[src/rtl/recorder_mode_ctrl_if.sv]
// Key/status inputs and mode/speed/datapath-control outputs of the recorder mode controller.
// The controller connects through the slave modport; whatever drives the keys uses master.
interface recorder_mode_ctrl_if #(
  parameter int ADDR_W = 20
);
  logic              i_key_record;
  logic              i_key_play;
  logic              i_key_stop;
  logic              i_key_up;
  logic              i_key_down;
  logic              i_init_done;
  logic              i_rec_full;
  logic              i_play_end;
  logic [ADDR_W-1:0] i_rec_addr;
  logic [2:0]        o_state;
  logic [4:0]        o_speed;
  logic              o_rec_start;
  logic              o_play_start;
  logic              o_rec_en;
  logic              o_play_en;
  logic [ADDR_W-1:0] o_rec_len;

  modport master (
    output i_key_record, i_key_play, i_key_stop, i_key_up, i_key_down,
    output i_init_done, i_rec_full, i_play_end, i_rec_addr,
    input  o_state, o_speed, o_rec_start, o_play_start, o_rec_en, o_play_en, o_rec_len
  );

  modport slave (
    input  i_key_record, i_key_play, i_key_stop, i_key_up, i_key_down,
    input  i_init_done, i_rec_full, i_play_end, i_rec_addr,
    output o_state, o_speed, o_rec_start, o_play_start, o_rec_en, o_play_en, o_rec_len
  );
endinterface

[src/rtl/recorder_mode_ctrl.sv]
// Audio recorder mode controller: key pulses and datapath status in, registered
// mode code, signed playback speed, datapath start pulses/enables and record length out.
module recorder_mode_ctrl #(
  parameter int ADDR_W  = 20,
  parameter int SPD_MAX = 8
) (
  input logic                 i_clk,
  input logic                 i_rst,
  recorder_mode_ctrl_if.slave bus
);

  localparam logic [2:0] ST_INIT   = 3'd0;
  localparam logic [2:0] ST_IDLE   = 3'd1;
  localparam logic [2:0] ST_RECORD = 3'd2;
  localparam logic [2:0] ST_STOP   = 3'd3;
  localparam logic [2:0] ST_PLAY   = 3'd4;
  localparam logic [2:0] ST_PAUSE  = 3'd5;

  localparam logic [3:0] MAG_MAX    = 4'(SPD_MAX);
  localparam logic [4:0] SPD_NORMAL = 5'b0_0001;

  logic [2:0]        state_r;
  logic [2:0]        state_next_s;
  logic [4:0]        speed_r;
  logic [4:0]        speed_next_s;
  logic [ADDR_W-1:0] rec_len_r;
  logic [ADDR_W-1:0] rec_len_next_s;
  logic              rec_start_r;
  logic              play_start_r;
  logic              rec_en_r;
  logic              play_en_r;
  logic              speed_ok_s;

  // Speed is {slower, magnitude}. Stepping away from normal grows the magnitude up to
  // MAG_MAX; stepping back toward normal shrinks it, and magnitude 2 collapses to normal.
  function automatic logic [4:0] speed_step(input logic [4:0] spd, input logic faster);
    logic [4:0] res;
    if (spd == SPD_NORMAL) begin
      res = faster ? 5'b0_0010 : 5'b1_0010;
    end else if (spd[4] == !faster) begin
      res = (spd[3:0] >= MAG_MAX) ? {spd[4], MAG_MAX} : {spd[4], spd[3:0] + 4'd1};
    end else begin
      res = (spd[3:0] <= 4'd2) ? SPD_NORMAL : {spd[4], spd[3:0] - 4'd1};
    end
    return res;
  endfunction

  // Mode transitions and record-length capture; stop outranks record, record outranks play.
  always_comb begin
    state_next_s   = state_r;
    rec_len_next_s = rec_len_r;
    case (state_r)
      ST_INIT: begin
        if (bus.i_init_done) state_next_s = ST_IDLE;
        else                 state_next_s = ST_INIT;
      end
      ST_IDLE: begin
        if (bus.i_key_record) state_next_s = ST_RECORD;
        else                  state_next_s = ST_IDLE;
      end
      ST_RECORD: begin
        // An empty take is discarded so the previous recording stays playable.
        if (bus.i_key_stop || bus.i_rec_full) begin
          if (bus.i_rec_addr != {ADDR_W{1'b0}}) begin
            state_next_s   = ST_STOP;
            rec_len_next_s = bus.i_rec_addr;
          end else begin
            state_next_s = ST_IDLE;
          end
        end else begin
          state_next_s = ST_RECORD;
        end
      end
      ST_STOP: begin
        if (bus.i_key_stop)        state_next_s = ST_STOP;
        else if (bus.i_key_record) state_next_s = ST_RECORD;
        else if (bus.i_key_play)   state_next_s = ST_PLAY;
        else                       state_next_s = ST_STOP;
      end
      ST_PLAY: begin
        if (bus.i_key_stop || bus.i_play_end) state_next_s = ST_STOP;
        else if (bus.i_key_play)              state_next_s = ST_PAUSE;
        else                                  state_next_s = ST_PLAY;
      end
      ST_PAUSE: begin
        if (bus.i_key_stop)      state_next_s = ST_STOP;
        else if (bus.i_key_play) state_next_s = ST_PLAY;
        else                     state_next_s = ST_PAUSE;
      end
      default: state_next_s = ST_INIT;
    endcase
  end

  // Speed keys act only in modes where the user may adjust speed; up+down cancel out.
  always_comb begin
    speed_ok_s = (state_r == ST_IDLE) || (state_r == ST_STOP) ||
                 (state_r == ST_PLAY) || (state_r == ST_PAUSE);
    if (speed_ok_s && (bus.i_key_up ^ bus.i_key_down)) speed_next_s = speed_step(speed_r, bus.i_key_up);
    else                                               speed_next_s = speed_r;
  end

  // State, speed, length and the registered pulses/enables derived from the next state.
  always_ff @(posedge i_clk) begin
    if (i_rst) begin
      state_r      <= ST_INIT;
      speed_r      <= SPD_NORMAL;
      rec_len_r    <= {ADDR_W{1'b0}};
      rec_start_r  <= 1'b0;
      play_start_r <= 1'b0;
      rec_en_r     <= 1'b0;
      play_en_r    <= 1'b0;
    end else begin
      state_r      <= state_next_s;
      speed_r      <= speed_next_s;
      rec_len_r    <= rec_len_next_s;
      rec_start_r  <= (state_next_s == ST_RECORD) && (state_r != ST_RECORD);
      play_start_r <= (state_next_s == ST_PLAY) && (state_r == ST_STOP);
      rec_en_r     <= (state_next_s == ST_RECORD);
      play_en_r    <= (state_next_s == ST_PLAY);
    end
  end

  assign bus.o_state      = state_r;
  assign bus.o_speed      = speed_r;
  assign bus.o_rec_len    = rec_len_r;
  assign bus.o_rec_start  = rec_start_r;
  assign bus.o_play_start = play_start_r;
  assign bus.o_rec_en     = rec_en_r;
  assign bus.o_play_en    = play_en_r;

endmodule

[src/flat_wrapper.sv]
// flat-port wrapper written by rule: the top's interface ports become plain ports
module recorder_mode_ctrl_flat 
#(
  parameter int ADDR_W  = 20,
  parameter int SPD_MAX = 8
)
  (i_clk, i_rst, bus_i_key_record, bus_i_key_play, bus_i_key_stop, bus_i_key_up, bus_i_key_down, bus_i_init_done, bus_i_rec_full, bus_i_play_end, bus_i_rec_addr, bus_o_state, bus_o_speed, bus_o_rec_start, bus_o_play_start, bus_o_rec_en, bus_o_play_en, bus_o_rec_len);
  recorder_mode_ctrl_if #(.ADDR_W(ADDR_W)) bus_i ();
  input logic i_clk;
  input logic i_rst;
  input wire logic [$bits(bus_i.i_key_record)-1:0] bus_i_key_record;
  input wire logic [$bits(bus_i.i_key_play)-1:0] bus_i_key_play;
  input wire logic [$bits(bus_i.i_key_stop)-1:0] bus_i_key_stop;
  input wire logic [$bits(bus_i.i_key_up)-1:0] bus_i_key_up;
  input wire logic [$bits(bus_i.i_key_down)-1:0] bus_i_key_down;
  input wire logic [$bits(bus_i.i_init_done)-1:0] bus_i_init_done;
  input wire logic [$bits(bus_i.i_rec_full)-1:0] bus_i_rec_full;
  input wire logic [$bits(bus_i.i_play_end)-1:0] bus_i_play_end;
  input wire logic [$bits(bus_i.i_rec_addr)-1:0] bus_i_rec_addr;
  output wire logic [$bits(bus_i.o_state)-1:0] bus_o_state;
  output wire logic [$bits(bus_i.o_speed)-1:0] bus_o_speed;
  output wire logic [$bits(bus_i.o_rec_start)-1:0] bus_o_rec_start;
  output wire logic [$bits(bus_i.o_play_start)-1:0] bus_o_play_start;
  output wire logic [$bits(bus_i.o_rec_en)-1:0] bus_o_rec_en;
  output wire logic [$bits(bus_i.o_play_en)-1:0] bus_o_play_en;
  output wire logic [$bits(bus_i.o_rec_len)-1:0] bus_o_rec_len;
  assign bus_i.i_key_record = bus_i_key_record;
  assign bus_i.i_key_play = bus_i_key_play;
  assign bus_i.i_key_stop = bus_i_key_stop;
  assign bus_i.i_key_up = bus_i_key_up;
  assign bus_i.i_key_down = bus_i_key_down;
  assign bus_i.i_init_done = bus_i_init_done;
  assign bus_i.i_rec_full = bus_i_rec_full;
  assign bus_i.i_play_end = bus_i_play_end;
  assign bus_i.i_rec_addr = bus_i_rec_addr;
  assign bus_o_state = bus_i.o_state;
  assign bus_o_speed = bus_i.o_speed;
  assign bus_o_rec_start = bus_i.o_rec_start;
  assign bus_o_play_start = bus_i.o_play_start;
  assign bus_o_rec_en = bus_i.o_rec_en;
  assign bus_o_play_en = bus_i.o_play_en;
  assign bus_o_rec_len = bus_i.o_rec_len;
  recorder_mode_ctrl #(.ADDR_W(ADDR_W), .SPD_MAX(SPD_MAX)) u_core (.i_clk(i_clk), .i_rst(i_rst), .bus(bus_i));
endmodule
[config.mk]
export PLATFORM = sky130hd
export DESIGN_NAME = recorder_mode_ctrl_flat
export DESIGN_NICKNAME = d
export VERILOG_FILES = /design/src/rtl/recorder_mode_ctrl_if.sv /design/src/rtl/recorder_mode_ctrl.sv /design/src/flat_wrapper.sv
export SDC_FILE = /design/constraint.sdc
export NUM_CORES = 1
export LEC_CHECK = 0
export ABC_CLOCK_PERIOD_IN_PS = 2200
export CAP_MARGIN = 20
export CELL_PAD_IN_SITES_DETAIL_PLACEMENT = 0
export CELL_PAD_IN_SITES_GLOBAL_PLACEMENT = 2
export CORE_ASPECT_RATIO = 1.5
export CORE_MARGIN = 2
export CORE_UTILIZATION = 25
export CTS_CLUSTER_SIZE = 40
export DETAILED_ROUTE_END_ITERATION = 8
export PLACE_DENSITY_LB_ADDON = 0.25
export SETUP_SLACK_MARGIN = 0.15
export SYNTH_ARGS = -nofsm -noshare
export SYNTH_HDL_FRONTEND = slang
export SYNTH_SLANG_ARGS = --single-unit
[constraint.sdc]
create_clock -name i_clk -period 2.2 [get_ports i_clk]
set_clock_uncertainty 0.05 [all_clocks]
set_input_delay 0.44 -clock i_clk [delete_from_list [all_inputs] [get_ports i_clk]]
set_output_delay 0.44 -clock i_clk [all_outputs]
set_load 0.03 [all_outputs]
Word-level counts from Yosys, hierarchy flattened --
Cells that the tools add are included.
Word-level totals: flip-flop bits (word level) 32, logic and storage cells 55, input port bits 30
Cells by class: equal/unequal tests 11, bitwise gates (word level) 1, multiplexer cells 17, order comparisons 2, reductions and logical operators 14, add/sub/neg operators 2
Operators by type and width (count):
- 5-bit two-way mux | 4
- 20-bit nonzero test | 1
- 3-bit one-hot mux with 6 select lines | 1
- 3-bit two-way mux | 5
- 3-bit by 2-bit equality test with 1-bit output, second input constant | 3
- 3-bit equality test, second input constant | 3
- 2-bit two-way mux | 3
- 3-bit AND reduction | 2
- 5-bit by 1-bit equality test with 1-bit output, second input constant | 1
- 1-bit logical OR | 5
- 4-bit by 1-bit adder with 4-bit output, second input constant | 1
- 4-bit greater-or-equal comparator, second input constant | 1
- 4-bit by 2-bit less-or-equal comparator with 1-bit output, second input constant | 1
- 4-bit two-way mux | 1
- 4-bit by 1-bit subtractor with 4-bit output, second input constant | 1
- 3-bit by 1-bit equality test with 1-bit output, second input constant | 1
- 1-bit logical AND | 3
- 3-bit logical NOT | 1
- 1-bit two-way mux | 3
- 3-bit by 2-bit != test with 1-bit output, second input constant | 1
- 2-bit by 1-bit != test with 1-bit output, second input constant | 1
- 2-bit nonzero test | 1
- 1-bit equality test | 1
- 1-bit logical NOT | 1
- 1-bit bitwise XOR | 1

Longest topological paths before layout --
word-level depth 6, mapped depth 6

Worst setup path after synthesis --
No wires, ideal clock.
kind flip-flop to flip-flop, start point register u_core.speed_r[0], in the netlist u_core.bus.o_speed[0], end point register u_core.speed_r[0], in the netlist u_core.bus.o_speed[0], path slack 388 ps, cell stages (with the launch flop) 6, arrival 1640 ps, required time 2028 ps, buffers on the path 0, cells stage by stage dfxtp_1 ha_1 or4b_4 nand4_1 a21oi_1 a311o_1
Between the ends: word-level cells in the longest chain between the ends 4, elaborated cells between the ends (all ways) 9
RTL lines:
- from (decl) | line recorder_mode_ctrl.sv:24 | logic [4:0] speed_r;
- from (signal assigned) | line recorder_mode_ctrl.sv:114 | speed_r <= speed_next_s;
- 4-bit by 1-bit subtractor with 4-bit output, or another cell as far along | line recorder_mode_ctrl.sv:43 | res = (spd[3:0] <= 4'd2) ? SPD_NORMAL : {spd[4], spd[3:0] - 4'd1};
- 5-bit two-way mux or 4-bit two-way mux (tied branches) | line recorder_mode_ctrl.sv:43, recorder_mode_ctrl.sv:41
- 5-bit two-way mux | line recorder_mode_ctrl.sv:40 | end else if (spd[4] == !faster) begin
- 5-bit two-way mux * | line recorder_mode_ctrl.sv:38 | if (spd == SPD_NORMAL) begin
Mark *: on every way between the ends. The rest lies on a longest branch, timed or not. The select of a mux whose other input is x is not followed. A chain may end at the register's enable or synchronous reset.

Worst setup path in the final report --
start point register u_core.speed_r[2], in the netlist u_core.bus.o_speed[2], end point output port bus_o_speed[2]
RTL lines:
- to (decl) | line flat_wrapper.sv:21 | output wire logic [$bits(bus_i.o_speed)-1:0] bus_o_speed;
No word-level cell between the ends.

==> summary.json <==
{
  "timing": {
    "worst_slew_margin_rel_pct": 65.32,
    "final.min_clock_period_ns": 1.984,
    "post-route-period-util_pct": 90.16,
    "slew_violations": 0,
    "final_hold_viol_count": 0,
    "rsz0062_at_grt": "false",
    "fmax_ghz": 0.5041,
    "tightestPinTransition_ns": 0.5202,
    "report.final.setup_viol": 0,
    "finalSetupTns_ns": 0
  },
  "global_routing": {
    "grt_antenna_before_repair": 0,
    "grt.overflow.total": 0,
    "grt_start_max_net_pins": 53,
    "first_pass_grt_wire_length_um": 7251,
    "gr-usage-all-layers_pct": 12.01,
    "grt_pass1_vias": 1511
  },
  "critical_path": {
    "cp_slowest_stage_delay_ns": 0.73,
    "critPathRequiredTime_ns": 1.71,
    "worst-path-max-fanout": 8,
    "crit_path_end_kind": "output pin",
    "critical_path.top_delay_family": "buffers and inverters",
    "worstPathBufferInverterCount": 1,
    "criticalPathCategory": "reg2out",
    "crit_path_start_kind": "flip-flop",
    "crit_path_cell_trace": "clkdlybuf4s50_1",
    "crit_slowest_cell": "clkdlybuf4s50_1",
    "worstPathArrival_ns": 1.49
  },
  "placed_design": {
    "final_hpwl_dp_um": 3362,
    "placed_cells": 320,
    "place.port_buffers": 61,
    "finalWeightedCongestion": 0.7779,
    "placedInstanceArea_um2": 2446
  },
  "final_layout": {
    "drive_gt1_share_pct": 9.163,
    "final.fill_count": 692,
    "final_common_cell": "clkdlybuf4s50_1",
    "count_of_inserted_antenna_diode_cells": 0,
    "final_nets": 285,
    "syn_to_final_growth_pct": 51.16,
    "finalNonFillerCells": 327,
    "multi_input_area_um2": 982.2,
    "mostFrequentLayoutCells": "59 x clkdlybuf4s50_1, 42 x nand2b_1, 32 x dfxtp_1",
    "final_area_um2": 2525,
    "register_area_um2": 640.6
  },
  "yosys": {
    "synth_enable_flop_cells": 0,
    "ys_ff_latch": 32,
    "yosys_warnings": 0,
    "synth_cell_type_count": 41,
    "synth-async-reset-ratio_pct": 0,
    "postSynthAreaPerCell_um2": 9.332,
    "postSynthNetCount": 213,
    "register_area_share_after_synthesis_pct": 38.35,
    "synth.cell_area_um2": 1670,
    "ys.flop_type": "dfxtp_1",
    "cell_count_after_synthesis": 179
  },
  "cts": {
    "clock_tree.root_cell": "clkbuf_8",
    "clk_latency_ns": 0.27,
    "postCtsSetupBuffers": 0,
    "cts-hold-fix-buffers": 0,
    "clock_tree.buffer_depth": 2,
    "htreeDepth": 2,
    "clock-sinks": 32,
    "clkSlewWorstSetupHoldPaths_ns": 0.07,
    "cts_inserted_buffers": 5,
    "tritoncts_clock_tree": "yes"
  },
  "power": {
    "report.power.total_w": 0.001414,
    "power_per_cell_area_nw_per_um2": 560.1,
    "vdd.ir_drop.worst_mv": 0.2513,
    "cellLeakagePower_nw": 0.9153
  },
  "outcome": {
    "run_status": "finished clean"
  },
  "floorplanning": {
    "std_cell_rows": 36,
    "die_width_um": 70.74,
    "design.portCount": 62,
    "fp.dieArea_um2": 7365,
    "die_h_um": 104.1,
    "floorplan.initialDensity_pct": 25.75,
    "core_um2": 6486
  },
  "hold_path": {
    "worst_hold_path_type": "reg2reg"
  },
  "drt": {
    "first_iter_violations": 75,
    "num_vias": 1553,
    "antenna_left": 0,
    "avgViaCountPerCell": 4.749,
    "dr.pass1.iters": 4,
    "avgRoutedWirePerCell_um": 13.70,
    "aggregate_routed_wire_length_um": 4481,
    "drcViolationCount": 0
  },
  "run": {
    "cap_violations": 0
  }
}
## kinds of logic (layout without fill, tap and decap cells)
group,after synthesis,after routing,synth area share (%)
and+or+nand+nor,75,75,28.09
AOI/OAI and AO/OA,33,33,13.78
DFF,32,32,38.35
muxes,20,20,11.98
buffers and inverters,12,84,3.220
adders and majority gates,4,4,2.996
xor gates and xnor gates,3,3,1.573
## synth_stat cells, types with 2 or more instances
library cell	number	area share [%]
nand2b_1	42	16
dfxtp_1	32	38
mux2i_1	20	12
a21oi_1	10	3.0
nor4_1	8	3.0
clkbuf_1	5	1.1
nand2_1	5	1.1
ha_1	4	3.0
inv_1	4	0.90
a211oi_1	3	1.3
a31oi_1	3	1.1
nor2_1	3	0.67
nor2b_1	3	1.1
o21ai_0	3	0.90
a21o_1	2	0.90
a221oi_1	2	1.0
and3_1	2	0.75
buf_4	2	0.90
nand3_1	2	0.60
nor3b_1	2	0.90
xnor2_1	2	1.0
## stage by stage
stage	setup slack [ns]	util (%)	hold slack [ns]
after global placement	0.02124	37.71	0.4094
after floorplan	0.3880	-	0.5447
after CTS	0.1777	38.89	0.4257
after global routing	0.1829	38.93	0.4425
after detailed placement	-0.001540	37.71	0.4134
final	0.2164	38.93	0.4203
## flip-flops by register name (all words and copies together) (netlist names)
name / count
u_core.bus.o_speed: 5
u_core.bus.o_rec_start: 1
u_core.bus.o_rec_en: 1
u_core.bus.o_rec_len: 20
u_core.bus.o_state: 3
u_core.bus.o_play_en: 1
u_core.bus.o_play_start: 1
## layer usage
| layer | part of all wire (%) | vias up | global-route usage (%) |
|---|---|---|---|
| met2 | 52 | 46 | 20.83 |
| met4 | 1.5 | 0 | 4.043 |
| met1 | 41 | 709 | 14.40 |
| met3 | 5.4 | 8 | 2.616 |
| li1 | - | 790 | - |
| met5 | 0 | - | 0 |
## timing repair
item,4_1_cts,5_1_grt
setup endpoints to repair,1,1
resized for setup,1,1
gates cloned,0,0
## power breakdown
part	internal (W)	leakage [nW]	total, W	switching (W)
Clock	0.000215	0.0410	0.000418	0.000204
Combinational	0.000186	0.615	0.000362	0.000176
Sequential	0.000606	0.260	0.000634	0.0000281
## cell type report
class	instances	share of cell area, %
timing repair buffer	73	28.30
sequential	32	25.37
clock inverter	1	0.1982
clock buffer	6	2.874
inverter	4	0.5946
tap	76	3.766
multi-input combinational	135	38.90
## final timing paths
path                                              from                                    to  slack (ns)  depth (start not counted)
setup reg to reg    u_core.bus.o_speed[1]$_SDFFE_PP0P_    u_core.bus.o_speed[2]$_SDFFE_PP0P_        0.36                          6
setup / recovery    u_core.bus.o_speed[2]$_SDFFE_PP0P_                        bus_o_speed[2]        0.22                          1
hold / removal    u_core.bus.o_rec_len[1]$_SDFFE_PP0P_  u_core.bus.o_rec_len[1]$_SDFFE_PP0P_        0.42                          2
hold reg to reg   u_core.bus.o_rec_len[1]$_SDFFE_PP0P_  u_core.bus.o_rec_len[1]$_SDFFE_PP0P_        0.42                          2
## worst register-to-register path, delay by kind of cell (launching register included)
family / cells / cell delay (ns)
AOI/OAI and AO/OA: 2 / 0.66
adders and majority gates: 1 / 0.21
buffers and inverters: 1 / 0.12
DFF: 1 / 0.45
and+or+nand+nor: 2 / 0.29
No activity file was read; power rests on OpenSTA's default activity.
